===== src/rtl/decode_exec_issue_arbiter.sv =====
// Round-robin arbiter sharing the single decode-to-execute issue slot among NUM_REQ lanes.
// The winning packet is latched into a one-deep slot that execute drains with recv.
module decode_exec_issue_arbiter #(
  parameter int unsigned NUM_REQ = 4,
  parameter int unsigned PKT_W   = 256,
  parameter int unsigned SRC_W   = $clog2(NUM_REQ),
  parameter int unsigned CNT_W   = 16
) (
  input  logic                     clk,
  input  logic                     reset,
  input  logic [NUM_REQ-1:0]       req_valid,
  input  logic [NUM_REQ*PKT_W-1:0] req_pkt,
  output logic [NUM_REQ-1:0]       req_grant,
  output logic                     is_busy,
  output logic [PKT_W-1:0]         data,
  output logic [SRC_W-1:0]         data_src,
  input  logic                     recv,
  input  logic                     flush,
  output logic [CNT_W-1:0]         stall_cycles
);

  localparam logic [CNT_W-1:0] CNT_MAX = '1;

  logic               busy_q,   busy_d;
  logic [PKT_W-1:0]   data_q,   data_d;
  logic [SRC_W-1:0]   src_q,    src_d;
  logic [SRC_W-1:0]   rr_ptr_q, rr_ptr_d;
  logic [CNT_W-1:0]   stall_q,  stall_d;

  logic               slot_free_c;
  logic               grant_any_c;
  logic [SRC_W-1:0]   winner_c;
  logic [SRC_W-1:0]   idx_c;
  logic [NUM_REQ-1:0] grant_c;

  // Round-robin scan starting at rr_ptr; grants only into a free, unflushed slot.
  always_comb begin
    grant_c     = '0;
    winner_c    = '0;
    idx_c       = '0;
    grant_any_c = 1'b0;
    slot_free_c = !busy_q || recv;
    if (!reset && slot_free_c && !flush) begin
      for (int unsigned k = 0; k < NUM_REQ; k++) begin
        idx_c = rr_ptr_q + SRC_W'(k);
        if (!grant_any_c && req_valid[idx_c]) begin
          grant_any_c = 1'b1;
          winner_c    = idx_c;
        end
      end
    end
    if (grant_any_c) begin
      grant_c[winner_c] = 1'b1;
    end
  end

  // Slot, pointer and stall-counter next state; flush outranks both grant and recv.
  always_comb begin
    busy_d   = busy_q;
    data_d   = data_q;
    src_d    = src_q;
    rr_ptr_d = rr_ptr_q;
    stall_d  = stall_q;
    if (flush) begin
      busy_d = 1'b0;
    end else if (grant_any_c) begin
      busy_d   = 1'b1;
      data_d   = req_pkt[32'(winner_c) * PKT_W +: PKT_W];
      src_d    = winner_c;
      rr_ptr_d = winner_c + SRC_W'(1);
    end else if (recv) begin
      busy_d = 1'b0;
    end
    if ((|req_valid) && !grant_any_c && !flush && (stall_q != CNT_MAX)) begin
      stall_d = stall_q + CNT_W'(1);
    end
  end

  always_ff @(posedge clk) begin
    if (reset) begin
      busy_q   <= 1'b0;
      data_q   <= '0;
      src_q    <= '0;
      rr_ptr_q <= '0;
      stall_q  <= '0;
    end else begin
      busy_q   <= busy_d;
      data_q   <= data_d;
      src_q    <= src_d;
      rr_ptr_q <= rr_ptr_d;
      stall_q  <= stall_d;
    end
  end

  assign req_grant    = grant_c;
  assign is_busy      = busy_q;
  assign data         = data_q;
  assign data_src     = src_q;
  assign stall_cycles = stall_q;

  a_grant_onehot : assert property (@(posedge clk) disable iff (reset) $onehot0(req_grant))
    else $error("req_grant has more than one bit set");

  // Consuming an empty slot is harmless to the hardware but points at an execute-side bug.
  a_recv_empty : assert property (@(posedge clk) disable iff (reset) recv |-> is_busy)
    else $warning("recv asserted while the issue slot is empty");

endmodule


===== config.mk =====
export PLATFORM = sky130hd
export DESIGN_NAME = decode_exec_issue_arbiter
export DESIGN_NICKNAME = d
export VERILOG_FILES = /design/src/rtl/decode_exec_issue_arbiter.sv
export SDC_FILE = /design/constraint.sdc
export NUM_CORES = 1
export LEC_CHECK = 0
export CORE_AREA = 2 2 509 511
export DETAILED_ROUTE_END_ITERATION = 8
export DIE_AREA = 0 0 511 513
export PLACE_DENSITY_LB_ADDON = 0.12
export SLEW_MARGIN = 20
export SYNTH_ARGS = -nofsm -noshare
export SYNTH_HDL_FRONTEND = slang
export SYNTH_SLANG_ARGS = --single-unit

===== constraint.sdc =====
create_clock -name clk -period 2.55 [get_ports clk]
set_input_delay 0.51 -clock clk [delete_from_list [all_inputs] [get_ports clk]]
set_output_delay 0.51 -clock clk [all_outputs]
set_load 0.02 [all_outputs]

### Yosys cells after proc, flatten, opt, wreduce, memory -nomap -nowiden

Cells that the tools add are included.
W data, S select, Z words.

| storage, ports and cells | value |
|---|---|
| output and inout port bits | 279 |
| memories kept | 0 |
| bits in latches | 0 |
| logic and storage cells | 66 |
| ROM bits | 0 |
| input bits | 1032 |
| register bits after elaboration | 277 |
| bits in writable memories | 0 |

| operators by class | value |
|---|---|
| $mul | 0 |
| add/subtract/negate cells | 5 |
| bitwise logic cells | 1 |
| div/mod/pow operators | 0 |
| muxes and demuxes | 26 |
| reduce and logical (&&, ||, !) cells | 21 |
| magnitude comparators | 6 |
| shift-type cells | 1 |
| equality and inequality tests | 1 |

Operator list:

| operator | number |
|---|---|
| $shiftx A1024 B11 Y256 | 1 |
| $add A16 B1 Y16 const B | 1 |
| $ne A16 B16 Y1 const B | 1 |
| $lt A2 B3 Y1 const B | 5 |
| $mux W1 | 15 |
| $mux W2 | 5 |
| $logic_and A1 B1 Y1 | 9 |
| $bmux W1 S2 | 4 |
| $logic_not A1 Y1 | 7 |
| $add A2 B1 Y2 const B | 2 |
| $add A2 B2 Y2 const B | 2 |
| $mux W4 | 1 |
| $reduce_or A4 Y1 | 1 |
| $demux W1 S2 | 1 |
| $ge A2 B1 Y1 const B | 1 |
| $reduce_and A2 Y1 | 1 |
| $reduce_bool A2 Y1 | 1 |
| $reduce_or A2 Y1 | 1 |
| $logic_or A1 B1 Y1 | 1 |
| $not A1 Y1 | 1 |

### Longest topological paths before layout

| depth | value |
|---|---|
| depth after elaboration | 22 |
| mapped depth | 8 |
| gate-level depth less buffers | 6 |

### Least setup slack after synthesis

No wires, ideal clock.

| timing path | value |
|---|---|
| path kind | input port to output port |
| start | input reset |
| end | output req_grant[3] |
| path slack | 0.058 ns |
| stages | 7 |
| data arrival time | 1.982 ns |
| cells stage by stage | clkbuf_1 > nor4_1 > nand2b_1 > buf_2 > buf_2 > buf_2 > nor2_1 |

| between the ends | value |
|---|---|
| word-level cells in the longest chain between the ends | 9 |

Ends and longest elaborated chain:

| element | line | text |
|---|---|---|
| from (decl) | 10 | `input logic reset,` |
| $logic_not A1 Y1 (*) | 43 | `if (!reset && slot_free_c && !flush) begin` |
| $logic_and A1 B1 Y1 (*) (2 in series) | 43 |  |
| $mux W2 | 43 |  |
| $lt A2 B3 Y1 (not written as such) / $ge A2 B1 Y1 (equally long branches) | 53 | `grant_c[winner_c] = 1'b1;` |
| $logic_and A1 B1 Y1 (not written as such) | 53 |  |
| $mux W1 (not written as such) | 53 |  |
| $demux W1 S2 | 53 |  |
| $mux W4 (*) | 52 | `if (grant_any_c) begin` |
| to (decl) | 13 | `output logic [NUM_REQ-1:0] req_grant,` |

Every way passes the cells marked *; elsewhere a longest branch is shown, timed or not.

### Worst setup path after layout

| timing path | value |
|---|---|
| start | register rr_ptr_q[0] |
| end | output req_grant[2] |

| between the ends | value |
|---|---|
| word-level cells in the longest chain between the ends | 21 |

Ends and longest elaborated chain:

| element | line | text |
|---|---|---|
| from (decl) | 27 | `logic [SRC_W-1:0] rr_ptr_q, rr_ptr_d;` |
| from (signal assigned) | 90 | `rr_ptr_q <= rr_ptr_d;` |
| $bmux W1 S2 | 46 | `if (!grant_any_c && req_valid[idx_c]) begin` |
| $mux W1 (not written as such) | 46 |  |
| $mux W1 | 46 |  |
| $mux W1 | 43 |  |
| $logic_not A1 Y1 | 46 |  |
| $logic_and A1 B1 Y1 | 46 |  |
| $mux W1 | 46 |  |
| $mux W1 | 43 |  |
| (+5 left out) | - |  |
| $logic_and A1 B1 Y1 | 46 |  |
| $mux W2 | 46 |  |
| $mux W2 | 43 |  |
| $lt A2 B3 Y1 (not written as such) / $ge A2 B1 Y1 (equally long branches) | 53 |  |
| $logic_and A1 B1 Y1 (not written as such) | 53 |  |
| $mux W1 (not written as such) | 53 |  |
| $demux W1 S2 | 53 |  |
| $mux W4 (*) | 52 |  |

Every way passes the cells marked *; elsewhere a longest branch is shown, timed or not. The select of a mux whose other input is x is not followed.

==> results.cfg <==
[floorplan]
die_width_um = 511
die_h_um = 513
die_area_mm2 = 0.262
rows = 186
start_util = 0.0593
ios = 1311
placeableCoreArea_mm2 = 0.256

[power]
comb_power_share = 0.387
share_seq_of_total_power = 0.264
powerDensity_mw_per_mm2 = 559
switching_share = 0.345
switchingPower_mw = 6.90
irDropWorstVdd_mv = 0.587
clock_power_share = 0.349
power_mw = 20.0
internal-power_mw = 13.1
leakagePower_nw = 12.7

[cts]
clkSinkCount = 277
clk_latency_ns = 0.65
cts_tree = built
path_clk_slew_ns = 0.05
cts_max_level = 2
cts_buffers = 48
clockBufferDepth = 3
ctsRootBufferMaster = clkbuf_16
cts_hold_buf = 0

[sta]
fin_crit_sh = 0.977
worst_pin_slew_ns = 0.548
fin_skew_ns = 0.0196
clock.fmax_mhz = 401
grt_setup_unrepaired = yes
hold_slack_ns = 0.463
hold_viol = 0
slew_headroom = 0.633
min_period_ns = 2.49
drv_slew = 0
setup_viol = 0

[final_layout]
instances_no_fill = 6434
layout_common_cells = clkdlybuf4s50_1, mux2i_1, dfxtp_1, nand2_1, o221ai_1
num-nets-final = 4026
post-route-util = 0.139
multi_input_area_mm2 = 0.00909
fill_cells = 29000
final_common_cell = clkdlybuf4s50_1
register_area_mm2 = 0.00555
area_growth_pct = 135
drive_gt1_frac = 0.106

[hold_path]
hold_class = reg2reg
whs_path_depth = 2
hold_start = data[149]$_SDFFE_PP0P_
whs_endpoint = data[149]$_SDFFE_PP0P_

[grt]
grt_pass1_vias = 20700
grt_pass1_wl_um = 223000
track_usage = 0.129
grt_overflow = 0
antenna_found_initial = 143
grt_max_degree = 61

[logic_synthesis]
syn-num-nets = 2588
synth-warning-count = 0
seq_area_frac_synth = 0.365
synth.distinct_cells = 34
syn_area_per_cell_um2 = 9.77
syn_inst = 1555
syn_area_mm2 = 0.0152
ys_ff_latch = 277

[route]
ant_nets = 0
wire_per_inst_um = 27.4
finalWirelength_um = 176000
vias_per_cell = 3.02
drc_errors = 0
vias = 19400
drtPass1Iterations = 5
first_iter_violations = 768

[placement]
dp.cells = 6318
dp_hpwl_um = 153000
globalplace.congestion = 0.813
portBuffers = 1310

[setup_path]
crit_path_start_kind = flip-flop
crit_required_ns = 2.04
rr_startpoint = rr_ptr_q[0]$_SDFFE_PP0P_
path_max_fanout = 5
rr_endpoint = data[26]$_SDFFE_PP0P_
r2r_cells = 8
endpoint_kind = primary output
r2r_slack_ns = 0.08
path_class = reg2out
cp.arrival_ns = 1.98

[flow_run]
drv_cap = 0

[status]
status = complete, no violations
## how the worst max path moves through the flow
stage / slack (ns) / cells past startpoint / from / endpoint
final: 0.06 / 7 / rr_ptr_q[0]$_SDFFE_PP0P_ / req_grant[2]
after floorplan: 0.06 / 7 / reset / req_grant[3]
after detailed placement: -0.83 / 10 / req_valid[0] / data[48]$_SDFFE_PP0P_
after global routing: -0.05 / 7 / rr_ptr_q[0]$_SDFFE_PP0P_ / req_grant[2]
after global placement: -0.82 / 10 / req_valid[0] / data[48]$_SDFFE_PP0P_
after CTS: -0.07 / 8 / req_valid[3] / req_grant[2]
## worst max-delay path: stages (launching register included)
cell	delay, ns
dfxtp_4	0.39
nor2b_4	0.05
buf_6	0.11
o32ai_4	0.30
buf_6	0.21
buf_12	0.12
nor2_4	0.04
buf_6	0.12
## cells in the mapped netlist
| master | n | share of area |
|---|---|---|
| mux2i_1 | 514 | 0.34 |
| dfxtp_1 | 277 | 0.36 |
| nand2_1 | 267 | 0.066 |
| o221ai_1 | 256 | 0.15 |
| buf_2 | 65 | 0.021 |
| clkbuf_1 | 55 | 0.014 |
| nor2_1 | 22 | 0.0054 |
| xnor2_1 | 14 | 0.0081 |
| nor3_1 | 12 | 0.0040 |
| buf_1 | 11 | 0.0027 |
| clkbuf_4 | 8 | 0.0040 |
| buf_4 | 7 | 0.0035 |
| a21oi_1 | 5 | 0.0016 |
| nand3_1 | 5 | 0.0016 |
| inv_1 | 4 | 0.00099 |
| nand4_1 | 4 | 0.0016 |
| nor4_1 | 4 | 0.0016 |
| nor2b_1 | 3 | 0.0012 |
| and4_1 | 2 | 0.0012 |
| o2111ai_1 | 2 | 0.0012 |
| o21ai_1 | 2 | 0.00066 |
| o22ai_1 | 2 | 0.00082 |
| or3_1 | 2 | 0.00082 |
| or4_1 | 2 | 0.00099 |
| a211oi_1 | 1 | 0.00049 |
| a21o_1 | 1 | 0.00049 |
| a22o_1 | 1 | 0.00058 |
| and2_1 | 1 | 0.00041 |
| ha_1 | 1 | 0.00082 |
| nand2b_1 | 1 | 0.00041 |
| nor3b_1 | 1 | 0.00049 |
| nor4_2 | 1 | 0.00082 |
| nor4b_1 | 1 | 0.00058 |
| o32ai_2 | 1 | 0.0011 |
## flip-flops by register name (all words and copies together), names as in the netlist
register / flops
rr_ptr_q: 2
data: 256
data_src: 2
stall_cycles: 16
is_busy: 1
## routing by layer
layer	GRT usage	routed length, um	share of wire
met5	0	469	0.0027
met4	0.0187	2980	0.017
met3	0.0558	17600	0.10
met2	0.230	86700	0.49
met1	0.144	68400	0.39
## cell families after synthesis
group / share of synthesized area
mux: 0.339
simple gates: 0.0872
flops: 0.365
compound gates: 0.154
buf+inv: 0.0461
xor+xnor: 0.00807
fa+ha+maj: 0.000823
## power groups by stage
| stage | logic (mW) | clock network (mW) | registers [mW] |
|---|---|---|---|
| floorplan | 2.34 | 0 | 5.96 |
| global placement | 7.92 | 0 | 5.38 |
| detailed placement | 7.90 | 0 | 5.38 |
| CTS | 7.97 | 7.42 | 5.30 |
| global route | 8.24 | 7.48 | 5.36 |
| finish | 7.73 | 6.97 | 5.28 |
## repair_timing
action | 4_1_cts | 5_1_grt
endpoints found under the setup margin | 17 | 5
pin swaps | 6 | 3
buffers inserted | 10 | 0
gates resized for setup | 46 | 15
## per-stage QoR
stage / TNS (ns) / setup slack, ns / cell area [um2]
2_1_floorplan: 0 / 0.0579 / 15200
3_3_place_gp: -120.47 / -0.816 / 33900
3_5_place_dp: -120.81 / -0.832 / 33900
4_1_cts: -0.222 / -0.0744 / 35600
5_1_grt: -0.0938 / -0.0506 / 35700
6_report: 0 / 0.0575 / 35700
## area by class of cell
cell class	count	area share
antenna	25	0.00175
clock buffer	76	0.0405
clock inverter	6	0.00322
inverter	4	0.000420
multi-input combinational	1128	0.255
sequential	277	0.155
tap	3384	0.119
timing repair buffer	1534	0.426
Note: power is estimated with default switching activity, not from simulation.
